`src/rtl/mem_port_arbiter_pkg.sv`:
```
`default_nettype none
// ============================================================================
// Module      : mem_port_arbiter_pkg
// Description : Shared definitions for the fetch/data memory-port arbiter:
//               FSM state encodings, port-owner encodings, default widths
//               and a helper that turns an owner code into a port mask.
// Revision    : 1.0 - initial release
// ============================================================================
package mem_port_arbiter_pkg;

    localparam int WIDTH_DEFAULT   = 16;
    localparam int LATENCY_DEFAULT = 2;

    typedef enum logic [2:0] {
        ST_IDLE   = 3'd0,
        ST_ACCESS = 3'd1,
        ST_DONE   = 3'd2,
        ST_DUMP   = 3'd3,
        ST_HALTED = 3'd4
    } state_e;

    // Owner codes; mask bit 0 is the fetch port, bit 1 the data port.
    localparam logic OWN_IF = 1'b0;
    localparam logic OWN_DM = 1'b1;

    function automatic logic [1:0] owner_mask(input logic owner);
        return (owner == OWN_DM) ? 2'b10 : 2'b01;
    endfunction

endpackage
`default_nettype wire

```
`src/rtl/mem_arb_pick.sv`:
```
`default_nettype none
// ============================================================================
// Module      : mem_arb_pick
// Description : Combinational grant picker for the memory-port arbiter.
//               Masks out ineligible ports, then chooses between the fetch
//               and data requesters.
//               Optional macro MEM_ARB_RR_EN: round-robin tie-break using
//               last_grant; otherwise fixed data-over-fetch priority.
// Revision    : 1.0 - initial release
// ============================================================================
module mem_arb_pick
    import mem_port_arbiter_pkg::*;
(
    input  logic       if_req_i,
    input  logic       dm_req_i,
    input  logic [1:0] inelig_i,
    input  logic       last_grant_i,
    output logic       grant_valid_o,
    output logic       grant_owner_o
);

    logic w_if_elig;
    logic w_dm_elig;

    assign w_if_elig = if_req_i & ~inelig_i[0];
    assign w_dm_elig = dm_req_i & ~inelig_i[1];

`ifdef MEM_ARB_RR_EN
    // Tie goes to the port that was not granted most recently; a lone
    // requester wins regardless of history.
    always_comb begin
        grant_valid_o = w_if_elig | w_dm_elig;
        if (w_if_elig && w_dm_elig) begin
            grant_owner_o = (last_grant_i == OWN_IF) ? OWN_DM : OWN_IF;
        end else begin
            grant_owner_o = w_dm_elig ? OWN_DM : OWN_IF;
        end
    end
`else
    // History is irrelevant with fixed priority.
    logic w_unused_last_grant;
    assign w_unused_last_grant = last_grant_i;

    // Fixed priority: the data stage always beats the fetch stage.
    always_comb begin
        grant_valid_o = w_if_elig | w_dm_elig;
        grant_owner_o = w_dm_elig ? OWN_DM : OWN_IF;
    end
`endif

endmodule
`default_nettype wire

```
`src/rtl/mem_port_arbiter.sv`:
```
`default_nettype none
// ============================================================================
// Module      : mem_port_arbiter
// Description : Sequences a single-port data memory between the fetch stage
//               and the memory stage. One request is latched at a time, the
//               memory controls are held for LATENCY cycles, read data is
//               registered per port and a one-cycle done pulse is returned.
//               On halt the in-flight access drains, one createdump pulse is
//               issued and the arbiter parks until reset.
//               Optional macro MEM_ARB_RR_EN: round-robin tie-break between
//               the two ports (adds a last_grant register).
// Revision    : 1.0 - initial release
// ============================================================================
module mem_port_arbiter
    import mem_port_arbiter_pkg::*;
#(
    parameter int WIDTH   = WIDTH_DEFAULT,
    parameter int LATENCY = LATENCY_DEFAULT
) (
    input  logic             clk,
    input  logic             rst,
    input  logic             if_req,
    input  logic [WIDTH-1:0] if_addr,
    output logic [WIDTH-1:0] if_rdata,
    output logic             if_done,
    input  logic             dm_req,
    input  logic             dm_wr,
    input  logic [WIDTH-1:0] dm_addr,
    input  logic [WIDTH-1:0] dm_wdata,
    output logic [WIDTH-1:0] dm_rdata,
    output logic             dm_done,
    input  logic             halt,
    output logic [WIDTH-1:0] mem_addr,
    output logic [WIDTH-1:0] mem_wdata,
    output logic             mem_enable,
    output logic             mem_wr,
    output logic             mem_createdump,
    input  logic [WIDTH-1:0] mem_rdata,
    output logic             halted
);

    localparam int            CW       = $clog2(LATENCY + 1);
    localparam logic [CW-1:0] CNT_INIT = CW'(LATENCY - 1);

    state_e           state_q;
    logic             owner_q;
    logic [CW-1:0]    cnt_q;
    logic [WIDTH-1:0] mem_addr_q;
    logic [WIDTH-1:0] mem_wdata_q;
    logic             mem_enable_q;
    logic             mem_wr_q;
    logic             mem_createdump_q;
    logic [WIDTH-1:0] if_rdata_q;
    logic [WIDTH-1:0] dm_rdata_q;
    logic             if_done_q;
    logic             dm_done_q;
    logic             halted_q;

    logic [1:0]       w_inelig;
    logic             w_last_grant;
    logic             w_grant_valid;
    logic             w_grant_owner;

    // The port being completed in DONE may still hold req for the same
    // operation; keep it out of this cycle's arbitration.
    assign w_inelig = (state_q == ST_DONE) ? owner_mask(owner_q) : 2'b00;

`ifdef MEM_ARB_RR_EN
    logic last_grant_q;
    assign w_last_grant = last_grant_q;

    // Remember the most recent grant for the round-robin tie-break.
    always_ff @(posedge clk) begin
        if (rst) begin
            last_grant_q <= OWN_IF;
        end else if ((state_q == ST_IDLE || state_q == ST_DONE) && !halt && w_grant_valid) begin
            last_grant_q <= w_grant_owner;
        end
    end
`else
    assign w_last_grant = OWN_IF;
`endif

    mem_arb_pick u_pick (
        .if_req_i      (if_req),
        .dm_req_i      (dm_req),
        .inelig_i      (w_inelig),
        .last_grant_i  (w_last_grant),
        .grant_valid_o (w_grant_valid),
        .grant_owner_o (w_grant_owner)
    );

    // Arbiter FSM; every output is registered and computed alongside the
    // state transition so it is valid in the cycle the new state begins.
    always_ff @(posedge clk) begin
        if (rst) begin
            state_q          <= ST_IDLE;
            owner_q          <= OWN_IF;
            cnt_q            <= '0;
            mem_addr_q       <= '0;
            mem_wdata_q      <= '0;
            mem_enable_q     <= 1'b0;
            mem_wr_q         <= 1'b0;
            mem_createdump_q <= 1'b0;
            if_rdata_q       <= '0;
            dm_rdata_q       <= '0;
            if_done_q        <= 1'b0;
            dm_done_q        <= 1'b0;
            halted_q         <= 1'b0;
        end else begin
            if_done_q        <= 1'b0;
            dm_done_q        <= 1'b0;
            mem_createdump_q <= 1'b0;
            case (state_q)
                ST_IDLE, ST_DONE: begin
                    if (halt) begin
                        // Nothing is in flight here, so halt wins outright.
                        state_q          <= ST_DUMP;
                        mem_createdump_q <= 1'b1;
                    end else if (w_grant_valid) begin
                        state_q      <= ST_ACCESS;
                        owner_q      <= w_grant_owner;
                        cnt_q        <= CNT_INIT;
                        mem_enable_q <= 1'b1;
                        if (w_grant_owner == OWN_DM) begin
                            mem_addr_q  <= dm_addr;
                            mem_wdata_q <= dm_wdata;
                            mem_wr_q    <= dm_wr;
                        end else begin
                            // Fetch is always a read.
                            mem_addr_q  <= if_addr;
                            mem_wdata_q <= '0;
                            mem_wr_q    <= 1'b0;
                        end
                    end else begin
                        state_q <= ST_IDLE;
                    end
                end
                ST_ACCESS: begin
                    if (cnt_q == '0) begin
                        if (!mem_wr_q) begin
                            if (owner_q == OWN_DM) begin
                                dm_rdata_q <= mem_rdata;
                            end else begin
                                if_rdata_q <= mem_rdata;
                            end
                        end
                        if (owner_q == OWN_DM) begin
                            dm_done_q <= 1'b1;
                        end else begin
                            if_done_q <= 1'b1;
                        end
                        state_q      <= ST_DONE;
                        mem_enable_q <= 1'b0;
                        mem_wr_q     <= 1'b0;
                        mem_addr_q   <= '0;
                        mem_wdata_q  <= '0;
                    end else begin
                        cnt_q <= cnt_q - 1'b1;
                    end
                end
                ST_DUMP: begin
                    state_q  <= ST_HALTED;
                    halted_q <= 1'b1;
                end
                ST_HALTED: begin
                    state_q <= ST_HALTED;
                end
                default: begin
                    state_q <= ST_IDLE;
                end
            endcase
        end
    end

    assign mem_addr       = mem_addr_q;
    assign mem_wdata      = mem_wdata_q;
    assign mem_enable     = mem_enable_q;
    assign mem_wr         = mem_wr_q;
    assign mem_createdump = mem_createdump_q;
    assign if_rdata       = if_rdata_q;
    assign dm_rdata       = dm_rdata_q;
    assign if_done        = if_done_q;
    assign dm_done        = dm_done_q;
    assign halted         = halted_q;

endmodule
`default_nettype wire
```
`config.mk`:
```
export PLATFORM = sky130hd
export DESIGN_NAME = mem_port_arbiter
export DESIGN_NICKNAME = d
export VERILOG_FILES = /design/src/rtl/mem_port_arbiter_pkg.sv /design/src/rtl/mem_arb_pick.sv /design/src/rtl/mem_port_arbiter.sv
export SDC_FILE = /design/constraint.sdc
export NUM_CORES = 1
export LEC_CHECK = 0
export CAP_MARGIN = 20
export CORE_MARGIN = 8
export CORE_UTILIZATION = 46
export CTS_CLUSTER_SIZE = 40
export DETAILED_ROUTE_END_ITERATION = 16
export PLACE_DENSITY_LB_ADDON = 0.12
export SLEW_MARGIN = 20
export SYNTH_ARGS = -nofsm -noshare
export SYNTH_HDL_FRONTEND = slang
export SYNTH_SLANG_ARGS = --single-unit
```
`constraint.sdc`:
```
create_clock -name clk -period 3.7 [get_ports clk]
set_input_delay 0.74 -clock clk [delete_from_list [all_inputs] [get_ports clk]]
set_output_delay 0.74 -clock clk [all_outputs]
set_load 0.02 [all_outputs]
```
# Word-level counts from Yosys, hierarchy flattened
# Index checks and enable logic that the tools add are counted.
[word_totals]
ff_bits = 76
inputBits = 70
out_inout_bits = 70
elab_cells = 76
[op_classes]
addsub = 1
eq_ne = 8
mux = 31
n_bitwise = 11
n_reduce_logical = 12
[ops]
columns = ["op", "count"]
rows = [
  ["$mux W16", 7],
  ["$pmux W16 S2", 2],
  ["$reduce_and A4 Y1", 4],
  ["$mux W2", 6],
  ["$mux W1", 11],
  ["$pmux W3 S3", 1],
  ["$not A1 Y1", 8],
  ["$eq A3 B2 Y1 const B", 2],
  ["$ne A2 B2 Y1 const B", 3],
  ["$reduce_or A2 Y1", 3],
  ["$pmux W1 S2", 2],
  ["$pmux W2 S2", 1],
  ["$eq A3 B1 Y1 const B", 1],
  ["$eq A3 B3 Y1 const B", 1],
  ["$logic_not A3 Y1", 1],
  ["$mux W3", 1],
  ["$reduce_and A3 Y1", 1],
  ["$reduce_or A3 Y1", 1],
  ["$and A1 B1 Y1", 2],
  ["$logic_not A2 Y1", 1],
  ["$ne A2 B1 Y1 const B", 1],
  ["$reduce_bool A2 Y1", 1],
  ["$sub A2 B1 Y2 const B", 1],
  ["$or A1 B1 Y1", 1],
]

# Depth between registers and ports, before layout
# Gate-level depths: netlist of the first run.
[depth]
word_depth = 9
depth_mapped = 8
ltp_nobuf = 6

# Cells and area by module
# A second synthesis of the first run with hierarchy kept.
[hier_totals]
hier_cells = 306
hier_area_um2 = 3301.9
[modules_own_cells]
columns = ["mod", "instances", "cells_per_inst", "area_each_um2", "seq_area_each_um2"]
rows = [
  ["mem_port_arbiter", 1, 303, 3276.9, 1521.5],
  ["mem_arb_pick", 1, 3, 25.0, 0.0],
]

# Worst setup path before layout of the first run
# OpenSTA, ideal clock, no wires.
[synth_timing]
path_type = "input port to flip-flop"
startpoint = "input if_req"
endpoint = "register mem_addr_q[0] (netlist: mem_addr[0])"
setup_ns = 0.072
arrival_ns = 1.813
t_required_ns = 3.628
setup_slack_ns = 1.816
path_stages = 6
n_path_buf = 2
path_cell_list = "or2_2 a21oi_1 or3_1 buf_6 buf_6 mux2i_1"
[synth_via]
elab_chain_cells = 4
[synth_rtl]
columns = ["element", "line", "text"]
rows = [
  ["start, declared", "mem_port_arbiter.sv:22", "input logic if_req,"],
  ["$and A1 B1 Y1", "mem_arb_pick.sv:25", "assign w_if_elig = if_req_i & ~inelig_i[0];"],
  ["$or A1 B1 Y1", "mem_arb_pick.sv:46", "grant_valid_o = w_if_elig | w_dm_elig;"],
  ["$ne A2 B1 Y1 (no line)", "-", ""],
  ["$reduce_and A4 Y1 (no line)", "-", ""],
  ["end signal, assigned", "mem_port_arbiter.sv:126", "mem_addr_q <= dm_addr;"],
  ["end signal, assigned", "mem_port_arbiter.sv:131", "mem_addr_q <= if_addr;"],
  ["end, declared", "mem_port_arbiter.sv:48", "logic [WIDTH-1:0] mem_addr_q;"],
]
# No other way between the ends.
# A chain may end at the register's enable or synchronous reset.

# Worst setup path after layout of the first run
[layout_timing]
startpoint = "input if_req"
endpoint = "register mem_wdata_q[8] (netlist: mem_wdata[8])"
[layout_via]
elab_chain_cells = 4
[layout_rtl]
columns = ["element", "line", "text"]
rows = [
  ["$and A1 B1 Y1", "mem_arb_pick.sv:25", ""],
  ["$or A1 B1 Y1", "mem_arb_pick.sv:46", ""],
  ["$ne A2 B1 Y1 (no line)", "-", ""],
  ["$reduce_and A4 Y1 (no line)", "-", ""],
  ["end signal, assigned", "mem_port_arbiter.sv:127", "mem_wdata_q <= dm_wdata;"],
  ["end, declared", "mem_port_arbiter.sv:49", "logic [WIDTH-1:0] mem_wdata_q;"],
]
# No other way between the ends.

==> metrics.txt, run 1 <==
status finished, final reports clean; initial core utilization 0.468; commonest non-fill, non-tap cell in the layout clkdlybuf4s50_1; CTS clk-pin slew, worst paths about 0.090 ns; Sink Count 76; Critical Path RT 3.97 ns; CP Class input pin to flop; hold_buf cts 0; fmax 408 MHz; power density cells around 450 mW/mm^2; sequential power share 0.421; VDD IR-drop max 0.198 mV; Leak between 1.5 and 2 nW; wire length of the first global-routing pass about 15,000 um; Synth cell types 37; register area share after synthesis 0.453; number of port buffers 139; root buffer cell clkbuf_8; final setup fails 0; Yosys reg bits 76; clock share of power 0.326; async set-or-reset flop fraction in the synthesized netlist 0; initial antenna violation count 0; Mapped Area between 0.003 and 0.004 mm^2; setup TNS 0 ns; number of global-route vias before repair approximately 3,100; H-tree Lvls 3; drc violations 0; syn_area_per_cell 8.74 um^2; synthesized instance count 384; Psw between 600 and 700 uW; Bufs on Longest Clock Path 2; clock latency on the worst-skew pair 0.34 ns; RD Place Congestion between 0.7 and 0.8; area grow syn2layout 48.2%; Post-CTS Resized 0; Final period util 0.662; Slew Viols, Final 0; switching fraction of total power 0.292; Fin. Hold Viols 0; Pre-antenna DRT Iters 4; WL per Instance 15.1 um; yosys warns 0; layout cell share with drive strength beyond 1 0.0585; GRT overflow 0; number of flops mapped to enable cells by yosys 0; critical path peak fanout 33; postcts setup bufs 0; width of the die 101 um; cell row count 31; Hold Path Class flop to flop; largest net degree at the start of global routing 43; Least-Margin Pin Slew 0.869 ns; Int Pwr 1.58 mW; Diodes inserted 0; Data arrival, critical path 2.72 ns; Final Critical Period approximately 2.4 ns; Critical Path Start Type input pin; Combinational Power Share 0.254; total die area 0.0103 mm^2; core area around 0.0072 mm^2; RSZ-0062 raised after global routing false; ys flop type dfxtp_1; Worst slew margin 0.418; IO Pins 140; CTS tree built; Detail Route Antenna Nets 0; Routed WL about 9300 um; power consumption 2.23 mW; GRT Total Usage 0.185; HPWL Detailed between 6000 and 7000 um; routed via count 3,052; CTS Buf Count 9; DR iter-0 viols 64; CP Capture Type flop; Clock Skews 0.0131 ns; most frequent cells in the layout clkdlybuf4s50_1 (138), nand2_1 (83), dfxtp_1 (76), a21oi_1 (37), nand2b_1 (36); nets 579; number of max-cap violations 0; Via-to-Cell Ratio 4.99; Mapped Nets 455; Vert. Die Dim around 100 um
-- power by group through the flow --
stage | clock (mW) | combinational (mW) | sequential, mW
6_report | 0.726 | 0.565 | 0.938
5_1_grt | 0.782 | 0.612 | 0.949
4_1_cts | 0.744 | 0.572 | 0.938
3_5_place_dp | 0 | 0.569 | 0.957
3_3_place_gp | 0 | 0.563 | 0.954
2_1_floorplan | 0 | 0.274 | 1.02
-- per-layer routing --
layer,vias to the layer above,share of wire,global-route usage
met3,4,0.10,0.0866
met4,0,0.0056,0.0515
met1,1396,0.42,0.208
li1,1545,-,-
met5,-,0,0
met2,107,0.48,0.308
-- final cells by class --
class | count | area [um^2]
clock inverter | 6 | 96.3
timing repair buffer | 144 | 1420
tap | 99 | 124
clock buffer | 10 | 138
inverter | 3 | 11.3
sequential | 76 | 1520
fill | 602 | 2200
multi-input combinational | 274 | 1660
-- sequential cells by signal (all words and copies together), names as in the netlist --
register        count
state_q             3
mem_wr              1
halted              1
dm_rdata           16
if_done             1
mem_createdump      1
mem_enable          1
mem_wdata          16
mem_addr           16
cnt_q               2
if_rdata           16
owner_q             1
dm_done             1
-- path summary, 6_finish.rpt --
check	depth (start not counted)	end	slack [ns]	startpoint
worst max-delay path	6	mem_wdata[8]	1.25	if_req
worst min-delay path	2	if_rdata[13]	0.46	if_rdata[13]
worst max register to register	7	mem_wdata[8]	1.48	cnt_q[0]
worst min register to register	2	if_rdata[13]	0.46	if_rdata[13]
-- cells in the mapped netlist, types with 3 or more instances --
cell type | number | area, um^2
nand2_1 | 83 | 312
dfxtp_1 | 76 | 1520
a21oi_1 | 37 | 185
nand2b_1 | 36 | 225
mux2i_1 | 34 | 340
clkbuf_1 | 20 | 75.1
a21boi_0 | 16 | 120
and3_1 | 16 | 100
o21ai_0 | 15 | 75.1
nor2_1 | 6 | 22.5
buf_2 | 5 | 25.0
buf_6 | 5 | 56.3
nand3b_1 | 4 | 30.0
inv_1 | 3 | 11.3
-- kinds of logic after synthesis --
family | synth area share
adder cells (fa/ha/maj) | 0.00373
AND/OR/NAND/NOR | 0.257
AO/OA/AOI/OAI | 0.133
buffers and inverters | 0.0522
flip-flops | 0.453
multiplexers | 0.101
-- through the flow --
step	utilization	hold slack [ns]	instances	instance area, um^2	worst slack [ns]
floorplan	-	0.444	384	3360	1.82
finish	0.693	0.457	612	4980	1.25
global placement	0.661	0.441	596	4740	0.999
global route	0.693	0.480	612	4980	1.13
detailed placement	0.661	0.446	596	4740	0.921
CTS	0.693	0.458	612	4980	1.28
-- critical path, stage by stage --
cell and delay (ns):
clkdlybuf4s50_1 0.49, or2_2 0.30, a21oi_1 0.27, or3_2 0.17
buf_4 0.45, mux2i_1 0.26
(Power assumes the default switching activity.)
==> run 2: changes to the inputs <==
--- a/config.mk
+++ b/config.mk
@@ -7,7 +7,7 @@
 export LEC_CHECK = 0
 export CAP_MARGIN = 20
 export CORE_MARGIN = 8
-export CORE_UTILIZATION = 46
+export CORE_UTILIZATION = 39
 export CTS_CLUSTER_SIZE = 40
 export DETAILED_ROUTE_END_ITERATION = 16
 export PLACE_DENSITY_LB_ADDON = 0.12
==> constraint.sdc (replaced) <==
create_clock -name clk -period 2.01 [get_ports clk]
set_input_delay 0.402 -clock clk [delete_from_list [all_inputs] [get_ports clk]]
set_output_delay 0.402 -clock clk [all_outputs]
set_load 0.02 [all_outputs]
==> metrics.txt, run 2 (synthesis gave the netlist of run 1 again) <==
Final period util 0.942; root buffer cell clkbuf_8; VDD IR-drop max 0.324 mV; width of the die 109 um; reg2reg start cnt_q[1]; wire length of the first global-routing pass 15,400 um; Slew Viols, Final 0; fin area between 0.005 and 0.006 mm^2; Via-to-Cell Ratio 4.87; CP Capture Type flop; Worst slew margin 0.624; layout cell share with drive strength beyond 1 0.0819; Placed Area approximately 0.0049 mm^2; Sink Count 76; DR iter-0 viols 89; clock latency on the worst-skew pair 0.34 ns; commonest non-fill, non-tap cell in the layout clkdlybuf4s50_1; Routed WL 9630 um; worst reg2reg setup slack 0.12 ns; number of port buffers about 140; Detail Route Antenna Nets 0; H-tree Lvls 3; WL per Instance 15.2 um; GRT overflow 0; Combinational Power Share 0.283; Critical Path RT 2.28 ns; Int Pwr roughly 2.8 mW; GRT Total Usage 0.161; core area between 0.008 and 0.009 mm^2; routed via count 3,085; CP Class flop to flop; area grow syn2layout 51.5%; Pre-antenna DRT Iters 4; clock share of power 0.286; Critical Path Start Type flop; Psw 1.20 mW; CTS clk-pin slew, worst paths 0.08 ns; hold_buf cts 0; Hold Path End halted; multi-input logic area 0.00167 mm^2; Diodes inserted 0; IO Pins between 100 and 150; nets 591; min-delay src rst; Bufs on Longest Clock Path 2; register area ~0.0015 mm^2; total die area 0.0118 mm^2; CTS Buf Count 9; power density cells just under 800 mW/mm^2; power consumption ~4.0 mW; Hold Path Class input pin to flop; drc violations 0; Vert. Die Dim 109 um; RD Place Congestion slightly above 0.8; switching fraction of total power 0.301; Least-Margin Pin Slew between 0.5 and 0.6 ns; reg-to-reg endpoint mem_addr[9]; final setup fails 0; initial core utilization 0.393; worst setup path startpoint cnt_q[1]; hold-critical path depth 2; sequential power share 0.431; Clock Skews between 0.007 and 0.008 ns; critical-path cell list inv_1 -> ha_1 -> or3b_2 -> nand3b_1 -> or3_4 -> clkbuf_16 -> mux2i_1; cell row count 34; status finished, final reports clean; Worst Reg-to-Reg Cells 7; fmax around 530 MHz; RSZ-0062 raised after global routing false; most frequent cells in the layout clkdlybuf4s50_1 (138), nand2_1 (83), dfxtp_1 (75), a21oi_1 (37), nand2b_1 (36); Leak 1.93 nW; worst slack, placed -0.194 ns; Final Critical Period 1.89 ns; largest net degree at the start of global routing 66; HPWL Detailed 6960 um; number of global-route vias before repair 3,181; final core utilization 0.595; number of max-cap violations 0; Data arrival, critical path 2.16 ns; slowest CP cell or3b_2; initial antenna violation count 1; critical path peak fanout 16; Fin. Hold Viols 0; fill count 782; CTS tree built; CP peak stage delay 0.49 ns; final worst slack between 0.1 and 0.15 ns
-- run 2: cell types whose count changed in the layout (fill, tap and decap cells not counted), sizes merged --
| cell | before | now |
|---|---|---|
| clkinvlp | 1 | 2 |
| buf | 6 | 17 |
| bufinv | 2 | 1 |
| clkbuf | 10 | 11 |
-- run 2: how the worst max path moves through the flow --
stage / depth (start not counted) / slack (ns) / to
6_report: 7 / 0.12 / mem_addr[9]
2_1_floorplan: 8 / 0.23 / mem_addr[0]
3_5_place_dp: 6 / -0.19 / mem_wdata[10]
4_1_cts: 7 / 0.07 / mem_addr[12]
5_1_grt: 7 / 0.002 / mem_addr[14]
3_3_place_gp: 6 / -0.16 / mem_addr[15]
-- run 2: per-layer routing --
layer	part of all wire	GRT usage	wire length, um	vias to the layer above
li1	-	-	-	1568
met1	0.43	0.181	4110	1407
met2	0.46	0.262	4390	95
met3	0.10	0.0739	1000	13
met4	0.012	0.0596	115	2
met5	0.0011	0	11	-
-- run 2: timing repair --
action | in CTS | in global routing
endpoints found under the setup margin | 0 | 33
gates resized for setup | 0 | 3
buffers inserted | 0 | 0
-- run 2: final cells by class --
type	instances	share of cell area
multi-input cells	274	0.328
repair buffers	156	0.306
clock inverters	6	0.0125
clock buffers	10	0.0251
well taps	108	0.0266
inverters	3	0.00221
flip-flops and latches	76	0.299
-- run 2: stage by stage --
stage          hold WS (ns)  std cells  TNS [ns]
2_1_floorplan         0.444        384         0
3_3_place_gp          0.442        616     -4.97
3_5_place_dp          0.446        616     -6.03
4_1_cts               0.412        632         0
5_1_grt               0.417        633         0
6_report              0.428        633         0
-- run 2: power by group through the flow --
stage                     combinational, mW  clock [mW]  sequential, mW
after detailed placement               1.11           0            1.75
after global routing                   1.22        1.24            1.74
after global placement                 1.09           0            1.75
after CTS                              1.11        1.18            1.72
final                                  1.13        1.15            1.72
after floorplan                       0.505           0            1.87
-- run 2: critical path: cells and delay by family, from the launching register on --
kind	cells	cell delay [ns]
adder cells (fa/ha/maj)	1	0.18
flip-flops	1	0.35
multiplexers	1	0.19
buffers and inverters	2	0.26
AND/OR/NAND/NOR	3	0.83
==> run 3: changes to the inputs <==
--- a/config.mk
+++ b/config.mk
@@ -8,6 +8,7 @@
 export CAP_MARGIN = 20
 export CORE_MARGIN = 8
 export CORE_UTILIZATION = 39
+export CTS_CLUSTER_DIAMETER = 80
 export CTS_CLUSTER_SIZE = 40
 export DETAILED_ROUTE_END_ITERATION = 16
 export PLACE_DENSITY_LB_ADDON = 0.12
==> results of run 3 <==
No change in the layout: final DEF, timing and power equal those of run 2.
